`config.mk`:
```
export PLATFORM = sky130hd
export DESIGN_NAME = mem_access_ctrl
export DESIGN_NICKNAME = d
export VERILOG_FILES = /design/src/rtl/mem_access_ctrl.sv
export SDC_FILE = /design/constraint.sdc
export NUM_CORES = 1
export LEC_CHECK = 0
export CAP_MARGIN = 20
export CORE_MARGIN = 4
export CORE_UTILIZATION = 42
export DETAILED_ROUTE_END_ITERATION = 8
export PLACE_DENSITY = 0.79
export SETUP_SLACK_MARGIN = 0.15
export SLEW_MARGIN = 5
export SYNTH_ARGS = -nofsm -noshare
export SYNTH_HDL_FRONTEND = slang
export SYNTH_SLANG_ARGS = --single-unit
```
`constraint.sdc`:
```
create_clock -name clk -period 2 [get_ports clk]
set_input_delay 0.4 -clock clk [delete_from_list [all_inputs] [get_ports clk]]
set_output_delay 0.4 -clock clk [all_outputs]
set_load 0.01 [all_outputs]
```
`src/rtl/mem_access_ctrl.sv`:
```
// Bus master that runs one CPU request at a time against an asynchronous memory.
// It uses an en/MFC handshake with a synchronised MFC and a bounded wait in every phase.
module mem_access_ctrl #(
    parameter int ADDR_W      = 16,
    parameter int DATA_W      = 16,
    parameter int TIMEOUT     = 255,
    parameter int SYNC_STAGES = 2
) (
    input  logic              clk,
    input  logic              rst,
    input  logic              cpu_req,
    input  logic              cpu_rw,
    input  logic [ADDR_W-1:0] cpu_addr,
    input  logic [DATA_W-1:0] cpu_wdata,
    output logic              cpu_busy,
    output logic              cpu_done,
    output logic              cpu_err,
    output logic [DATA_W-1:0] cpu_rdata,
    output logic              mem_en,
    output logic              mem_rw,
    output logic [ADDR_W-1:0] mem_addr,
    output logic [DATA_W-1:0] mem_in,
    input  logic [DATA_W-1:0] mem_out,
    input  logic              mem_mfc
);

    localparam int CNT_W = (TIMEOUT < 2) ? 1 : $clog2(TIMEOUT + 1);
    localparam logic [CNT_W-1:0] CNT_MAX = CNT_W'(TIMEOUT);

    typedef enum logic [2:0] {
        S_IDLE,
        S_SETUP,
        S_WAIT,
        S_RELEASE,
        S_DONE
    } state_t;

    state_t                 state_reg;
    logic [CNT_W-1:0]       cnt_reg;
    logic                   err_reg;
    logic [SYNC_STAGES-1:0] sync_reg;
    logic                   mfc_s;

    // mem_mfc is asynchronous; only the last synchroniser stage is trusted.
    always_ff @(posedge clk) begin
        if (rst) begin
            sync_reg <= '0;
        end else begin
            sync_reg <= {sync_reg[SYNC_STAGES-2:0], mem_mfc};
        end
    end

    assign mfc_s = sync_reg[SYNC_STAGES-1];

    always_ff @(posedge clk) begin
        if (rst) begin
            state_reg <= S_IDLE;
            cnt_reg   <= '0;
            err_reg   <= 1'b0;
            mem_en    <= 1'b0;
            mem_rw    <= 1'b1;
            mem_addr  <= '0;
            mem_in    <= '0;
            cpu_busy  <= 1'b0;
            cpu_done  <= 1'b0;
            cpu_err   <= 1'b0;
            cpu_rdata <= '0;
        end else begin
            cpu_done <= 1'b0;
            cpu_err  <= 1'b0;
            case (state_reg)
                S_IDLE: begin
                    if (cpu_req) begin
                        mem_addr  <= cpu_addr;
                        mem_rw    <= cpu_rw;
                        mem_in    <= cpu_wdata;
                        err_reg   <= 1'b0;
                        cpu_busy  <= 1'b1;
                        state_reg <= S_SETUP;
                    end
                end
                S_SETUP: begin
                    mem_en    <= 1'b1;
                    cnt_reg   <= '0;
                    state_reg <= S_WAIT;
                end
                S_WAIT: begin
                    // A stale MFC still high from before is accepted as completion.
                    if (mfc_s) begin
                        if (mem_rw) begin
                            cpu_rdata <= mem_out;
                        end
                        mem_en    <= 1'b0;
                        cnt_reg   <= '0;
                        state_reg <= S_RELEASE;
                    end else if (cnt_reg == CNT_MAX) begin
                        err_reg   <= 1'b1;
                        mem_en    <= 1'b0;
                        cnt_reg   <= '0;
                        state_reg <= S_RELEASE;
                    end else begin
                        cnt_reg <= cnt_reg + 1'b1;
                    end
                end
                S_RELEASE: begin
                    // Wait for MFC to drop so it cannot complete the next access.
                    if (!mfc_s) begin
                        cpu_done  <= 1'b1;
                        cpu_err   <= err_reg;
                        state_reg <= S_DONE;
                    end else if (cnt_reg == CNT_MAX) begin
                        err_reg   <= 1'b1;
                        cpu_done  <= 1'b1;
                        cpu_err   <= 1'b1;
                        state_reg <= S_DONE;
                    end else begin
                        cnt_reg <= cnt_reg + 1'b1;
                    end
                end
                S_DONE: begin
                    cpu_busy  <= 1'b0;
                    state_reg <= S_IDLE;
                end
                default: begin
                    state_reg <= S_IDLE;
                end
            endcase
        end
    end

endmodule

```
==> out/qor.csv <==
metric;value;unit
status;finished, final reports clean;
main_combinational_cell_family_by_area_after_synthesis;simple AND/OR/NAND/NOR gates;
synth.distinct_cells;36;
insertedDiodeCount;0;
routed_via_density;4.94;
detail_route.iter0.violations;205;
clock_tree.root_cell;clkbuf_8;
wirelength;6.63;mm
post_synth_xor_area_fraction;0.0199;
cts_max_level;3;
floorplan.core_area;5960;µm²
powerDensity;780;nW/µm²
synthMuxAreaShare;0;
die_h;86.4;µm
critical_path_peak_fanout;6;
final_cell_mix;clkdlybuf4s50_1 (104), nand2_1 (102), dfxtp_1 (67), a21oi_1 (59), nor2_1 (15);
final_period_minus_worst_setup_slack;1.73;ns
clockBufferDepth;2;
dieWidth;86.4;µm
port_buffers;105;
synth_edf_count;0;
detailed_place.area;3680;µm²
worstSetupPathType;reg -> reg;
layout_commonest_cell;clkdlybuf4s50_1;
required;2.21;ns
post_synth_and_or_nand_nor_area_fraction;0.252;
tritoncts.num_buffers;9;
clock_insertion_delay_worst_skew;0.33;ns
max_slew_margin;0.668;
finalNetCount;476;
cts_num_sinks;67;
grt_max_degree;37;
final-instance-count-excl-fill;502;
setup_violations;0;
static-leakage-power;1.40;nW
synthesis.instances;318;
rsz0062_at_grt;false;
ctsHoldBuffers;0;
top_level_ports;106;
fin_hold_ws;0.450;ns
seq_area_frac_synth;0.520;
critical_path.startpoint_type;register;
min_period_over_period;0.867;
fp.dieArea;7460;µm²
num_vias;2481;
final_hold_viol_count;0;
nFillCells;507;
area_delta_synth_final;50.6;%
core.rowCount;28;
grt_pass1_wl;10.9;mm
grt_antenna_before_repair;0;
final_area;3890;µm²
grt-ovfl-total;0;
dp_hpwl;4.59;mm
synth-compound-area-share;0.157;
final_layout_size_suffix_gt1_frac;0.0773;
critPathCaptureType;register;
remaining_drc_errors;0;
cts_tree;built;
post_synthesis_async_set_or_reset_flop_share;0;
cp_data_arrival_time;1.95;ns
cts.clk_slew.worst_paths;0.07;ns
final_max_slew_viol_count;0;
synth-adder-area-share;0.00485;
cts-resized-gates;0;
final_core_util;0.653;
setup-tns-final;0;ns
worst_hold_path_type;reg -> reg;
synth_area;2580;µm²
setup_skew;0.00788;ns
finalWeightedCongestion;0.813;
floorplan.initialDensity;0.433;
reg.largest.list;cpu_rdata x16, mem_addr x16, mem_in x16;
grt_pass1_vias;2351;
ys.warnings.count;0;
area.sequential;1340;µm²
worst_ir_drop_vdd;0.000431;V
multi_input_logic_area;1120;µm²
tightest_slew;0.497;ns
yosys_register_bits;67;
antenna_viol_nets_final;0;
max_cap_violations;0;
ys.flop_type;dfxtp_1;
clock.fmax;577;MHz
grt_util_all_layers;0.184;
synthesis.nets;372;
post-place-cells;485;
routed_wire_length_per_instance;13.2;µm
dr.pass1.iters;4;
postCtsSetupBuffers;0;
post_synth.cell_area_avg;8.11;µm²
critical path: stages (launching register included):
cell and delay [ns]:
dfxtp_1 0.38, ha_1 0.25, nand4_1 0.14, or2_1 0.32, a21oi_2 0.29, xor2_1 0.18, nor2_1 0.05
cell families (layout without fill, tap and decap cells):
| group | Yosys count | after routing |
|---|---|---|
| flops | 67 | 67 |
| fa+ha+maj | 1 | 1 |
| buf+inv | 23 | 132 |
| compound gates | 75 | 75 |
| xor+xnor | 5 | 5 |
| simple gates | 147 | 147 |
routing by layer:
layer	track usage	wire length (µm)	up-vias
met4	0.0992	174	0
met1	0.232	2790	1123
met5	0	0	-
met3	0.0447	533	14
met2	0.289	3130	84
li1	-	-	1260
synthesized netlist by cell type (2+ instances only):
library cell  number  area, µm²
nand2_1          102        383
dfxtp_1           67       1340
a21oi_1           59        295
nor2_1            15       56.3
buf_2              9       45.0
clkbuf_1           7       26.3
o21ai_0            5       25.0
nand3_1            4       20.0
nor3_1             4       20.0
xor2_1             4       35.0
a211oi_1           3       22.5
buf_6              3       33.8
inv_1              3       11.3
or3_1              3       18.8
a21oi_2            2       17.5
and2_1             2       12.5
nand2b_1           2       12.5
nand3b_1           2       15.0
nand4_1            2       12.5
nor2b_1            2       12.5
nor3_2             2       20.0
o2111ai_1          2       17.5
power by group:
part | switching (mW) | total [mW] | internal, mW
clock | 0.511 | 1.12 | 0.609
combinational | 0.212 | 0.467 | 0.255
sequential | 0.0427 | 1.44 | 1.40
layout make-up:
cell class | count | share of cell area
Sequential cell | 67 | 0.345
Timing Repair Buffer | 113 | 0.288
Clock buffer | 10 | 0.0354
Tap cell | 75 | 0.0241
Multi-Input combinational cell | 228 | 0.288
Inverter | 3 | 0.00290
Clock inverter | 6 | 0.0167
final timing paths:
| check | slack [ns] | startpoint | cells after the start | to |
|---|---|---|---|---|
| max | 0.27 | cnt_reg[0] | 6 | cnt_reg[0] |
| min reg2reg | 0.45 | sync_reg[0] | 1 | sync_reg[1] |
| max reg2reg | 0.27 | cnt_reg[0] | 6 | cnt_reg[0] |
| min | 0.45 | sync_reg[0] | 1 | sync_reg[1] |
metrics by stage:
stage | total power, mW | worst slack, ns
floorplan | 1.68 | 0.467
global placement | 1.93 | 0.241
detailed placement | 1.94 | 0.167
CTS | 3.07 | 0.271
global route | 3.17 | 0.158
finish | 3.03 | 0.267
Power figures use the tool's default switching activity.
